[config.mk]
export PLATFORM = sky130hd
export DESIGN_NAME = knn_sp_stream_reader
export DESIGN_NICKNAME = d
export VERILOG_FILES = /design/src/rtl/knn_pkg.sv /design/src/rtl/knn_sp_skid_fifo.sv /design/src/rtl/knn_sp_stream_reader.sv
export SDC_FILE = /design/constraint.sdc
export NUM_CORES = 1
export LEC_CHECK = 0
export ABC_AREA = 0
export BUFFER_PORTS_ARGS = -buffer_cell sky130_fd_sc_hd__buf_2
export CAP_MARGIN = 5
export CORE_AREA = 2 2 313 315
export CTS_CLUSTER_SIZE = 24
export DETAILED_ROUTE_END_ITERATION = 8
export DIE_AREA = 0 0 315 317
export PLACE_DENSITY = 0.65
export SYNTH_ARGS = -nofsm -noshare
export SYNTH_HDL_FRONTEND = slang
export SYNTH_SLANG_ARGS = --single-unit
[constraint.sdc]
create_clock -name clk -period 7.4 [get_ports clk]
set_input_delay 0.37 -clock clk [delete_from_list [all_inputs] [get_ports clk]]
set_output_delay 0.37 -clock clk [all_outputs]
set_load 0.01 [all_outputs]
[src/rtl/knn_pkg.sv]
// Shared types and constants for the partialKnn search-point datapath.
//   sp_word_t      : one search-point word (SP_DATA_W bits)
//   sp_addr_t      : local search-point buffer address (SP_ADDR_W bits)
//   reader_state_t : stream reader FSM states (IDLE / ISSUE / DRAIN)
package knn_pkg;

  localparam int SP_DATA_W = 256;
  localparam int SP_ADDR_W = 11;

  typedef logic [SP_DATA_W-1:0] sp_word_t;
  typedef logic [SP_ADDR_W-1:0] sp_addr_t;

  typedef enum logic [1:0] {
    IDLE  = 2'd0,
    ISSUE = 2'd1,
    DRAIN = 2'd2
  } reader_state_t;

endpackage

[src/rtl/knn_sp_skid_fifo.sv]
// Small synchronous FIFO that absorbs buffer read latency for the stream reader.
// Ports:
//   clk, reset          : clock, synchronous active-high reset (empties FIFO)
//   push, push_data     : write one word (caller guarantees not full)
//   pop                 : drop the head word (caller guarantees not empty)
//   head_data           : current head word (valid while !empty)
//   count, empty        : occupancy and empty flag
// The head is read combinationally so the consumer sees it in the same cycle
// it becomes valid; with only a handful of entries this maps to LUT RAM.
module knn_sp_skid_fifo #(
  parameter int DataWidth = 256,
  parameter int Depth     = 4
) (
  input  logic                         clk,
  input  logic                         reset,
  input  logic                         push,
  input  logic [DataWidth-1:0]         push_data,
  input  logic                         pop,
  output logic [DataWidth-1:0]         head_data,
  output logic [$clog2(Depth+1)-1:0]   count,
  output logic                         empty
);

  localparam int PtrW = (Depth > 1) ? $clog2(Depth) : 1;
  localparam int CntW = $clog2(Depth + 1);

  logic [DataWidth-1:0] mem_reg [Depth];
  logic [PtrW-1:0]      wr_ptr_reg;
  logic [PtrW-1:0]      rd_ptr_reg;
  logic [CntW-1:0]      count_reg;

  // Pointer advance with explicit wrap so Depth need not be a power of two.
  function automatic logic [PtrW-1:0] ptr_inc(input logic [PtrW-1:0] p);
    ptr_inc = (p == PtrW'(Depth - 1)) ? '0 : p + 1'b1;
  endfunction

  // Storage has no reset so it stays a plain RAM array.
  always_ff @(posedge clk) begin
    if (push) begin
      mem_reg[wr_ptr_reg] <= push_data;
    end
  end

  always_ff @(posedge clk) begin
    if (reset) begin
      wr_ptr_reg <= '0;
      rd_ptr_reg <= '0;
      count_reg  <= '0;
    end else begin
      if (push) begin
        wr_ptr_reg <= ptr_inc(wr_ptr_reg);
      end
      if (pop) begin
        rd_ptr_reg <= ptr_inc(rd_ptr_reg);
      end
      count_reg <= count_reg + CntW'(push) - CntW'(pop);
    end
  end

  assign head_data = mem_reg[rd_ptr_reg];
  assign count     = count_reg;
  assign empty     = (count_reg == '0);

endmodule

[src/rtl/knn_sp_stream_reader.sv]
// Read-side streamer for the per-PE search-point buffer. Issues sequential
// reads over [cmd_base, cmd_base+cmd_count) (addresses wrap modulo the buffer
// size), tracks the fixed read latency with a ce0 shift register and lands the
// returning words in a credit-protected skid FIFO, presented as a valid/ready
// stream with out_last on the final word.
// Ports:
//   clk, reset                      : clock, synchronous active-high reset
//   cmd_valid/cmd_ready             : command handshake (ready only in IDLE)
//   cmd_base, cmd_count             : first address, number of words (0..AddressRange)
//   address0, ce0, we0, d0, q0      : buffer port (write side tied off)
//   out_valid/out_ready, out_data   : search-point word stream
//   out_last                        : final word of the command
//   busy, done                      : FSM not idle, one-cycle completion pulse
//   stall_cycles                    : consumer back-pressure counter, only when
//                                     KNN_SP_READER_PERF_EN is defined
module knn_sp_stream_reader
  import knn_pkg::*;
#(
  parameter int DataWidth    = SP_DATA_W,
  parameter int AddressWidth = SP_ADDR_W,
  parameter int AddressRange = 2048,
  parameter int READ_LATENCY = 2,
  parameter int FIFO_DEPTH   = 4
) (
  input  logic                    clk,
  input  logic                    reset,
  input  logic                    cmd_valid,
  output logic                    cmd_ready,
  input  logic [AddressWidth-1:0] cmd_base,
  input  logic [AddressWidth:0]   cmd_count,
  output logic [AddressWidth-1:0] address0,
  output logic                    ce0,
  output logic                    we0,
  output logic [DataWidth-1:0]    d0,
  input  logic [DataWidth-1:0]    q0,
  output logic                    out_valid,
  input  logic                    out_ready,
  output logic [DataWidth-1:0]    out_data,
  output logic                    out_last,
  output logic                    busy,
  output logic                    done
`ifdef KNN_SP_READER_PERF_EN
  ,
  output logic [31:0]             stall_cycles
`endif
);

  localparam int CntW = AddressWidth + 1;
  localparam int IfW  = $clog2(READ_LATENCY + 1);
  localparam int FcW  = $clog2(FIFO_DEPTH + 1);

  reader_state_t state_reg, state_next;
  logic [AddressWidth-1:0] base_reg, base_next;
  logic [CntW-1:0]         count_reg, count_next;
  logic [CntW-1:0]         issued_reg, issued_next;
  logic [CntW-1:0]         sent_reg, sent_next;
  logic                    done_reg, done_next;
  logic [IfW-1:0]          inflight_reg, inflight_next;
  logic [READ_LATENCY-1:0] lat_sr_reg, lat_sr_next;

  logic            issue;
  logic            credit;
  logic            tail;
  logic            pop;
  logic            last_beat;
  logic            fifo_empty;
  logic [FcW-1:0]  fifo_count;
  logic [CntW-1:0] cmd_count_clamped;

  // Oversized counts are clamped to the buffer depth.
  assign cmd_count_clamped = (cmd_count > CntW'(AddressRange)) ? CntW'(AddressRange) : cmd_count;

  // Every word already requested (in flight or parked in the FIFO) owns a FIFO
  // slot, so the FIFO can never overflow regardless of out_ready.
  assign credit = (32'(inflight_reg) + 32'(fifo_count)) < 32'(FIFO_DEPTH);

  // ce0 delay line: its tail marks the cycle q0 carries the requested word.
  assign lat_sr_next[0] = issue;
  generate
    for (genvar gi = 1; gi < READ_LATENCY; gi++) begin : g_lat
      assign lat_sr_next[gi] = lat_sr_reg[gi-1];
    end
  endgenerate
  assign tail = lat_sr_reg[READ_LATENCY-1];

  assign pop       = out_valid && out_ready;
  assign last_beat = (sent_reg == count_reg - 1'b1);

  always_comb begin
    state_next    = state_reg;
    base_next     = base_reg;
    count_next    = count_reg;
    issued_next   = issued_reg;
    sent_next     = sent_reg;
    done_next     = 1'b0;
    issue         = 1'b0;
    inflight_next = inflight_reg + IfW'(issue) - IfW'(tail);

    if (pop) begin
      sent_next = sent_reg + 1'b1;
    end

    case (state_reg)
      IDLE: begin
        if (cmd_valid) begin
          base_next   = cmd_base;
          count_next  = cmd_count_clamped;
          issued_next = '0;
          sent_next   = '0;
          if (cmd_count_clamped == '0) begin
            done_next = 1'b1;
          end else begin
            state_next = ISSUE;
          end
        end
      end
      ISSUE: begin
        if (credit) begin
          issue       = 1'b1;
          issued_next = issued_reg + 1'b1;
          if (issued_next == count_reg) begin
            state_next = DRAIN;
          end
        end
      end
      DRAIN: begin
        // Words leave in order, so accepting the last one implies nothing
        // remains in flight or in the FIFO.
        if (pop && last_beat) begin
          state_next = IDLE;
          done_next  = 1'b1;
        end
      end
      default: state_next = IDLE;
    endcase

    inflight_next = inflight_reg + IfW'(issue) - IfW'(tail);
  end

  always_ff @(posedge clk) begin
    if (reset) begin
      state_reg    <= IDLE;
      base_reg     <= '0;
      count_reg    <= '0;
      issued_reg   <= '0;
      sent_reg     <= '0;
      done_reg     <= 1'b0;
      inflight_reg <= '0;
      lat_sr_reg   <= '0;
    end else begin
      state_reg    <= state_next;
      base_reg     <= base_next;
      count_reg    <= count_next;
      issued_reg   <= issued_next;
      sent_reg     <= sent_next;
      done_reg     <= done_next;
      inflight_reg <= inflight_next;
      lat_sr_reg   <= lat_sr_next;
    end
  end

  knn_sp_skid_fifo #(
    .DataWidth (DataWidth),
    .Depth     (FIFO_DEPTH)
  ) u_fifo (
    .clk       (clk),
    .reset     (reset),
    .push      (tail),
    .push_data (q0),
    .pop       (pop),
    .head_data (out_data),
    .count     (fifo_count),
    .empty     (fifo_empty)
  );

  // Truncation to AddressWidth gives the modulo-depth wrap.
  assign address0  = base_reg + issued_reg[AddressWidth-1:0];
  assign ce0       = issue;
  assign we0       = 1'b0;
  assign d0        = '0;
  assign out_valid = !fifo_empty;
  assign out_last  = out_valid && last_beat;
  assign cmd_ready = (state_reg == IDLE);
  assign busy      = (state_reg != IDLE);
  assign done      = done_reg;

`ifdef KNN_SP_READER_PERF_EN
  logic [31:0] stall_cycles_reg;

  always_ff @(posedge clk) begin
    if (reset || (state_reg == IDLE && cmd_valid)) begin
      stall_cycles_reg <= '0;
    end else if (out_valid && !out_ready && (stall_cycles_reg != '1)) begin
      stall_cycles_reg <= stall_cycles_reg + 1'b1;
    end
  end

  assign stall_cycles = stall_cycles_reg;
`endif

endmodule
== Word-level counts from Yosys, hierarchy flattened ==
Memories as Yosys holds them, arrays and structs flattened. A register that Yosys moved wholly into a read port is not among the register bits.
Index checks and enable logic that the tools add are counted.
Word-level totals
  bits in registers: 61
  bits in latches: 0
  memory bits (writable): 1024
  ROM bits: 0
  memories: 1
Operators by class
  $add $sub $neg: 11
  multiply operators: 0
  divide/modulo/power cells: 0
  $lt $le $gt $ge: 2
  eq/ne operators: 11
  shift operators: 0
  multiplexer cells: 25
  bitwise logic cells: 0
  reduce and logical (&&, ||, !) cells: 12
Memories
  u_fifo.mem_reg: words 4, bits a word 256, rd ports 1, clocked after memory_dff 1, wr ports 1, line knn_sp_skid_fifo.sv:27  | logic [DataWidth-1:0] mem_reg [Depth];
Operators with widths (count)
  $mux W12: 6
  $add A12 B1 Y12 const B: 2
  $eq A12 B12 Y1: 2
  $pmux W12 S2: 1
  $mux W2: 9
  $gt A12 B12 Y1 const B: 1
  $logic_not A12 Y1: 1
  $sub A12 B1 Y12 const B: 1
  $add A11 B11 Y11: 1
  $ne A2 B2 Y1 const B: 5
  $mux W1: 7
  $eq A2 B2 Y1 const B: 3
  $pmux W2 S3: 1
  $reduce_and A5 Y1: 1
  $add A2 B1 Y2 const B: 2
  $add A2 B3 Y4: 1
  $lt A4 B3 Y1 const B: 1
  $reduce_bool A2 Y1: 2
  $add A3 B1 Y3: 1
  $logic_and A1 B1 Y1: 3
  $logic_not A3 Y1: 1
  $reduce_and A3 Y1: 1
  $sub A3 B1 Y3: 1
  $add A2 B1 Y2: 1
  6 further kinds: 6

== Longest topological paths before layout ==
Gate-level depths: netlist of the first run.
  depth in word-level cells: 6
  depth in mapped cells: 11

== Cells and area by module ==
Synthesis of the first run repeated with hierarchy kept, for this count alone.
Unflattened totals
  cell total of the unflattened synthesis: 2077
  area total of the unflattened synthesis: 43016.3 um^2
Modules (own cells, without submodules)
  knn_sp_skid_fifo: instances 1, cells each 1378, area an instance 37626.1 um^2, sequential area each 30929.7 um^2
  knn_sp_stream_reader: instances 1, cells each 699, area an instance 5390.2 um^2, sequential area each 1081.0 um^2

== Worst setup path before layout of the first run ==
No wires, ideal clock.
  path kind: register to register
  from: register u_fifo.wr_ptr_reg[0]
  to: memory u_fifo.mem_reg[0][0] (enable)
  arrival time: 6.344 ns
  required time: 6.752 ns
  slack: 0.407 ns
  cell stages (with the launch flop): 4
  path buffers: 0
  period minus slack after synthesis: 6.993 ns
  cells stage by stage: dfxtp_1 inv_1 ha_1 and2_1
RTL lines
  start: declaration: line knn_sp_skid_fifo.sv:28  | logic [PtrW-1:0] wr_ptr_reg;
  start signal: assignment: line knn_sp_skid_fifo.sv:51  | wr_ptr_reg <= ptr_inc(wr_ptr_reg);
  end: declaration: line knn_sp_skid_fifo.sv:27
No word-level cell before the write port.

==> results by group, run 1 <==
Outcome
  – Status: finished, final reports clean

STA
  – Rel. slew slack: 0.0276
  – RSZ-0062 raised after global routing: no
  – Final setup TNS: 0 ps
  – Worst setup margin: around 3500 ps
  – Max-slew violations: 0
  – Clock skew after layout: roughly 21 ps
  – Period Utilization, post-route: 0.534
  – Final min period: roughly 3900 ps
  – Final Setup Violations: 0
  – Worst slew pin tran: between 1000 and 1500 ps
  – Max Freq: about 250 MHz
  – Hold Vio Cnt, Final: 0

GRT
  – Gr usage total: 0.183
  – Initial antenna violation count: 14
  – First-pass GRT wire length: between 100000 and 150000 um
  – Vias in the first global route: 22900
  – Pin count of the biggest net entering global routing: 159
  – Overflow after GRT: 0

Layout
  – Layout Nets: 3277
  – Layout cells sized above 1: 0.331
  – Register area: roughly 32000 um^2
  – Multi-input logic area: approximately 9200 um^2
  – # fillers: roughly 7400
  – Final non-filler cell area: 52200 um^2
  – Max FFs per register: ~1000
  – Synth-to-layout area growth: 22.5%

Clocking
  – Worst-Skew Late Latency: around 690 ps
  – Worst-case clock buffer depth: 3
  – Clock transition at path regs: around 60 ps
  – Cts repair resizes: 0
  – CTS tree: done
  – Root Buffer: clkbuf_16
  – H-tree levels: 3
  – CTS Buf Count: about 110
  – Clock sink count: approximately 1100

Pwr
  – LEAKAGE: around 18 nW
  – PD cells: 284 nW/um^2
  – Worst vdd ir: 238 uV

Logic synthesis
  – Synth warn: 0
  – Synth Area per Inst: about 20 um^2
  – Post-Syn Area: 42600 um^2
  – Synth cell types: 63
  – Main synth FF type: edfxtp_1
  – Sequential-to-total area share from yosys stat: 0.752
  – Async SR Flop Fraction: 0
  – Syn Inst Count: ~2100
  – Register bit total from synthesis: 1087
  – EDFF count, synth: between 1000 and 1500

Detailed routing
  – Starting DRT DRC Count: 1435
  – DR WL/cell: around 22 um
  – Drt pass-1 iters: 5
  – Final WL: 94100 um
  – Vias: around 22000
  – Post-route DRC: 0
  – Antenna viol nets, final: 0
  – Via/cell ratio: ~5

Floorplanning
  – Die Y: about 320 um
  – Core ar.: 96300 um^2
  – Initial Utilization: 0.442
  – Top Ports: about 810
  – Die extent in x: 315 um
  – Site Rows: around 110
  – Die area: approximately 100000 um^2

Placement
  – Hpwl dp: around 59000 um
  – Place WS: approximately 4000 ps
  – Port bufs: 555
  – Placer Congestion: roughly 0.8
  – Dpl cell area: 45900 um^2

Job
  – Max Cap Viol: 0

Worst hold path
  – Hold Path Origin: out_ready
  – Hold WC Path Type: in -> reg

Setup path
  – Crit-path max FO: between 40 and 50
  – Startpoint class of the critical path: register
  – Critical R2R Launch: u_fifo.wr_ptr_reg[0]
  – WS Path Type: reg -> out
  – Reg-to-reg slack, setup: ~4500 ps
  – Worst setup EP type: output pin
  – Data required, critical path: around 7000 ps
  – CP arrival: 3580 ps
## what timing repair did
item                                    CTS  global route
hold buffers                            279             0
endpoints found under the hold margin  1047             0
setup buffers                             0             0
## layout by cell type (no fill, tap or decap), types with 37 or more instances in the layout
cell / count
mux4_2: 256
buf_2: 555
nand2_1: 61
clkbuf_16: 108
conb_1: 257
edfxtp_1: 1024
a21oi_1: 37
dlygate4sd3_1: 279
dfxtp_1: 61
nor2_1: 43
## path summary, 6_finish.rpt
| kind | end | depth (start not counted) |
|---|---|---|
| setup / recovery | out_data[182] | 4 |
| hold / removal | state_reg[1] | 3 |
| setup reg to reg | u_fifo.mem_reg[3][56] | 4 |
| hold reg to reg | lat_sr_reg[1] | 1 |
## power by group
part / switching (mW) / internal (mW)
logic: 1.32 / 1.23
clock network: 2.24 / 3.06
registers: 0.0919 / 6.85
## synth_stat cells (all sizes together) (8+ instances only)
| cell | n | area (um^2) |
|---|---|---|
| nand3 | 13 | 65.1 |
| nand2 | 61 | 229 |
| nand4 | 8 | 50.1 |
| edfxtp | 1024 | 30700 |
| nor3 | 13 | 86.3 |
| or3 | 13 | 81.3 |
| a21oi | 37 | 185 |
| mux4 | 256 | 5770 |
| o21ai | 24 | 120 |
| nor2 | 43 | 161 |
| clkbuf | 45 | 169 |
| nor4 | 11 | 75.1 |
| dfxtp | 63 | 1260 |
| buf | 299 | 2110 |
| ha | 23 | 288 |
| xnor2 | 25 | 219 |
| inv | 20 | 75.1 |
| xor2 | 22 | 193 |
## worst max-delay path: stages (launching register included)
cell and delay, ps:
dfxtp_4 710, buf_4 570, buf_4 750, mux4_2 610, buf_2 170
## layer usage
| layer | global-route usage | up-vias | wire, um |
|---|---|---|---|
| met2 | 0.312 | 815 | 48300 |
| met4 | 0.0581 | 4 | 2220 |
| met1 | 0.228 | 11200 | 36400 |
| met5 | 0 | - | 24 |
| li1 | - | 9639 | - |
| met3 | 0.0513 | 147 | 7230 |
## logic make-up after synthesis
logic type	after synthesis	share of synthesized area
buf+inv	365	0.0554
fa+ha+maj	25	0.00770
compound gates	100	0.0149
xor+xnor	47	0.00967
flops	1087	0.752
simple gates	200	0.0237
other cells	1	0.0000881
mux	262	0.137
## stage by stage
| stage | std cells | utilization | power, mW | hold slack, ps |
|---|---|---|---|---|
| final | 4347 | 0.542 | 14.8 | 78.3 |
| after global routing | 4344 | 0.542 | 15.4 | 53.2 |
| after global placement | 3857 | 0.477 | 9.49 | 442 |
| after floorplan | 2343 | - | 8.72 | 414 |
| after detailed placement | 3857 | 0.477 | 9.52 | 449 |
| after CTS | 4337 | 0.542 | 15.0 | 24.1 |
## cell type report
type	instances	share of cell area
Multi-Input combinational cell	891	0.176
Inverter	21	0.00151
Timing Repair Buffer	861	0.111
Sequential cell	1087	0.614
Clock buffer	131	0.0540
Tap cell	1276	0.0306
Clock inverter	70	0.0122
Antenna cell	10	0.000480
Note: power is estimated with default switching activity, not from simulation.
==> run 2, diff against run 1 <==
Settings changed: CORE_AREA 2 2 313 315 to 2 2 319 321, DIE_AREA 0 0 315 317 to 0 0 321 323, PLACE_DENSITY 0.65 to 0.6.
Clock period 7.4 ns to 4 ns, I/O delays scaled along.
==> run 2 against run 1 <==
Clock power increased by 81%. Setup slack got worse by 2800 ps. Count of clock-buffer cells in the layout increased by 4. Non-clock buffer count increased by 34. Combinational power increased by 90%. Critical path type unchanged. Critical path depth increased by 7. Core utilization decreased by 1.9 points. Total power increased by 84%. Via count increased by 0.44%. Largest power group unchanged.
==> results by group, run 2 (synthesis gave the netlist of run 1 again) <==
Clocking
  – Cts repair resizes: 0
  – Worst-case clock buffer depth: 3
  – Root Buffer: clkbuf_16
  – Worst-Skew Late Latency: 690 ps
  – CTS Buf Count: between 100 and 150
  – H-tree levels: 3
  – CTS tree: done
  – Clock transition at path regs: roughly 60 ps
  – Clock sink count: between 1000 and 1500

Detailed routing
  – Wire length on met3: roughly 8200 um
  – Final WL: about 94000 um
  – Routed wire length on met2: between 40000 and 50000 um
  – Starting DRT DRC Count: 1390
  – Vias: 21900
  – Drt pass-1 iters: 4
  – Via/cell ratio: 4.97
  – Post-route DRC: 0
  – Antenna viol nets, final: 0
  – DR WL/cell: 21.2 um
  – DR top layer: met5
  – Met1 wire length: 34800 um

Setup path
  – Crit-path max FO: 8
  – Crit-path max cell delay: between 400 and 500 ps
  – Worst setup EP type: output pin
  – Cell breakdown of the critical path: ha_1 -> inv_1 -> fa_1 -> nor2b_1 -> o21ai_0 -> a21boi_0 -> o21ai_1 -> a21oi_1 -> or4_1 -> and3_1 -> buf_2
  – WS Path Type: reg -> out
  – CP arrival: roughly 3200 ps
  – Data required, critical path: between 3000 and 4000 ps
  – Startpoint class of the critical path: register
  – CP max stage cell: dfxtp_1

Floorplanning
  – Site Rows: ~120
  – Die extent in x: roughly 320 um
  – Die Y: about 320 um
  – Initial Utilization: 0.423
  – Top Ports: 813
  – Core ar.: a little over 100000 um^2
  – Die area: between 100000 and 150000 um^2

Layout
  – Layout Nets: 3312
  – Final cell count without fillers: between 4000 and 5000
  – Final non-filler cell area: ~53000 um^2
  – Most frequent cells in the layout: edfxtp_1, buf_2, dlygate4sd3_1
  – # fillers: a little over 8000
  – Most common cell after layout, fill and taps aside: edfxtp_1
  – Layout cells sized above 1: 0.333
  – Synth-to-layout area growth: 23.6%
  – Max FFs per register: between 1000 and 1500

GRT
  – First-pass GRT wire length: between 100000 and 150000 um
  – Pin count of the biggest net entering global routing: 58
  – Overflow after GRT: 0
  – Initial antenna violation count: 12
  – Gr usage total: 0.178
  – Vias in the first global route: ~23000

Placement
  – Port bufs: 555
  – Hpwl dp: just over 60000 um
  – Dpl cells: about 3900
  – Dpl cell area: about 46000 um^2
  – Placer Congestion: 0.822
  – Place WS: between 1000 and 1500 ps

STA
  – Worst Hold Slack: 121 ps
  – Final min period: 3380 ps
  – Rel. slew slack: 0.315
  – Period Utilization, post-route: 0.845
  – Hold Vio Cnt, Final: 0
  – Worst slew pin tran: just over 1000 ps
  – Max-slew violations: 0
  – Worst setup margin: around 620 ps
  – Final Setup Violations: 0
  – Max Freq: around 300 MHz
  – Final setup TNS: 0 ps
  – RSZ-0062 raised after global routing: no
  – Clock skew after layout: 36.4 ps

Outcome
  – Status: finished, final reports clean

Pwr
  – PD cells: slightly above 500 nW/um^2
  – LEAKAGE: between 15 and 20 nW
  – Worst vdd ir: 403 uV

Job
  – Max Cap Viol: 0

Worst hold path
  – Hold WC Path Type: in -> reg
-- run 2: cell type report --
cell class                 instances  area, um^2  area share
timing repair buffer             895        6310       0.120
multi-input combinational        891        9180       0.175
antenna                            6        15.0    0.000285
clock inverter                    65         527      0.0100
tap                             1309        1640      0.0311
sequential                      1087       32000       0.609
inverter                          21        78.8     0.00150
clock buffer                     135        2850      0.0541
-- run 2: final timing paths --
| check | slack (ps) | cells after the start | end | start |
|---|---|---|---|---|
| worst max-delay path | 620 | 11 | address0[10] | issued_reg[0] |
| worst min-delay path | 120 | 2 | issued_reg[0] | reset |
| worst max register to register | 1370 | 7 | state_reg[1] | issued_reg[0] |
| worst min register to register | 440 | 1 | lat_sr_reg[1] | lat_sr_reg[0] |
-- run 2: metrics by stage --
stage,total power [mW],utilization
2_1_floorplan,16.1,-
3_3_place_gp,17.7,0.461
3_5_place_dp,17.8,0.461
4_1_cts,27.7,0.522
5_1_grt,28.4,0.522
6_report,27.3,0.522
-- run 2: metal layers --
layer	up-vias	track usage
li1	9723	-
met1	11200	0.208
met2	773	0.307
met3	152	0.0624
met4	14	0.0569
met5	-	0
-- run 2: worst max-delay path: cells and delay by family, from the launching register on --
family	cells	cell delay, ps
adder cells (fa/ha/maj)	2	640
flip-flops	1	490
buffers and inverters	2	180
AND/OR/NAND/NOR	3	440
AO/OA/AOI/OAI	4	750
-- run 2: repair_timing --
item,in CTS,in global routing
buffers inserted,0,0
hold buffers,280,0
hold endpoints to repair,1053,0
-- run 2: where the power goes --
part	internal, mW	switching, mW
combinational	2.35	2.50
clock	5.53	4.07
sequential	12.7	0.172
total	20.5	6.74
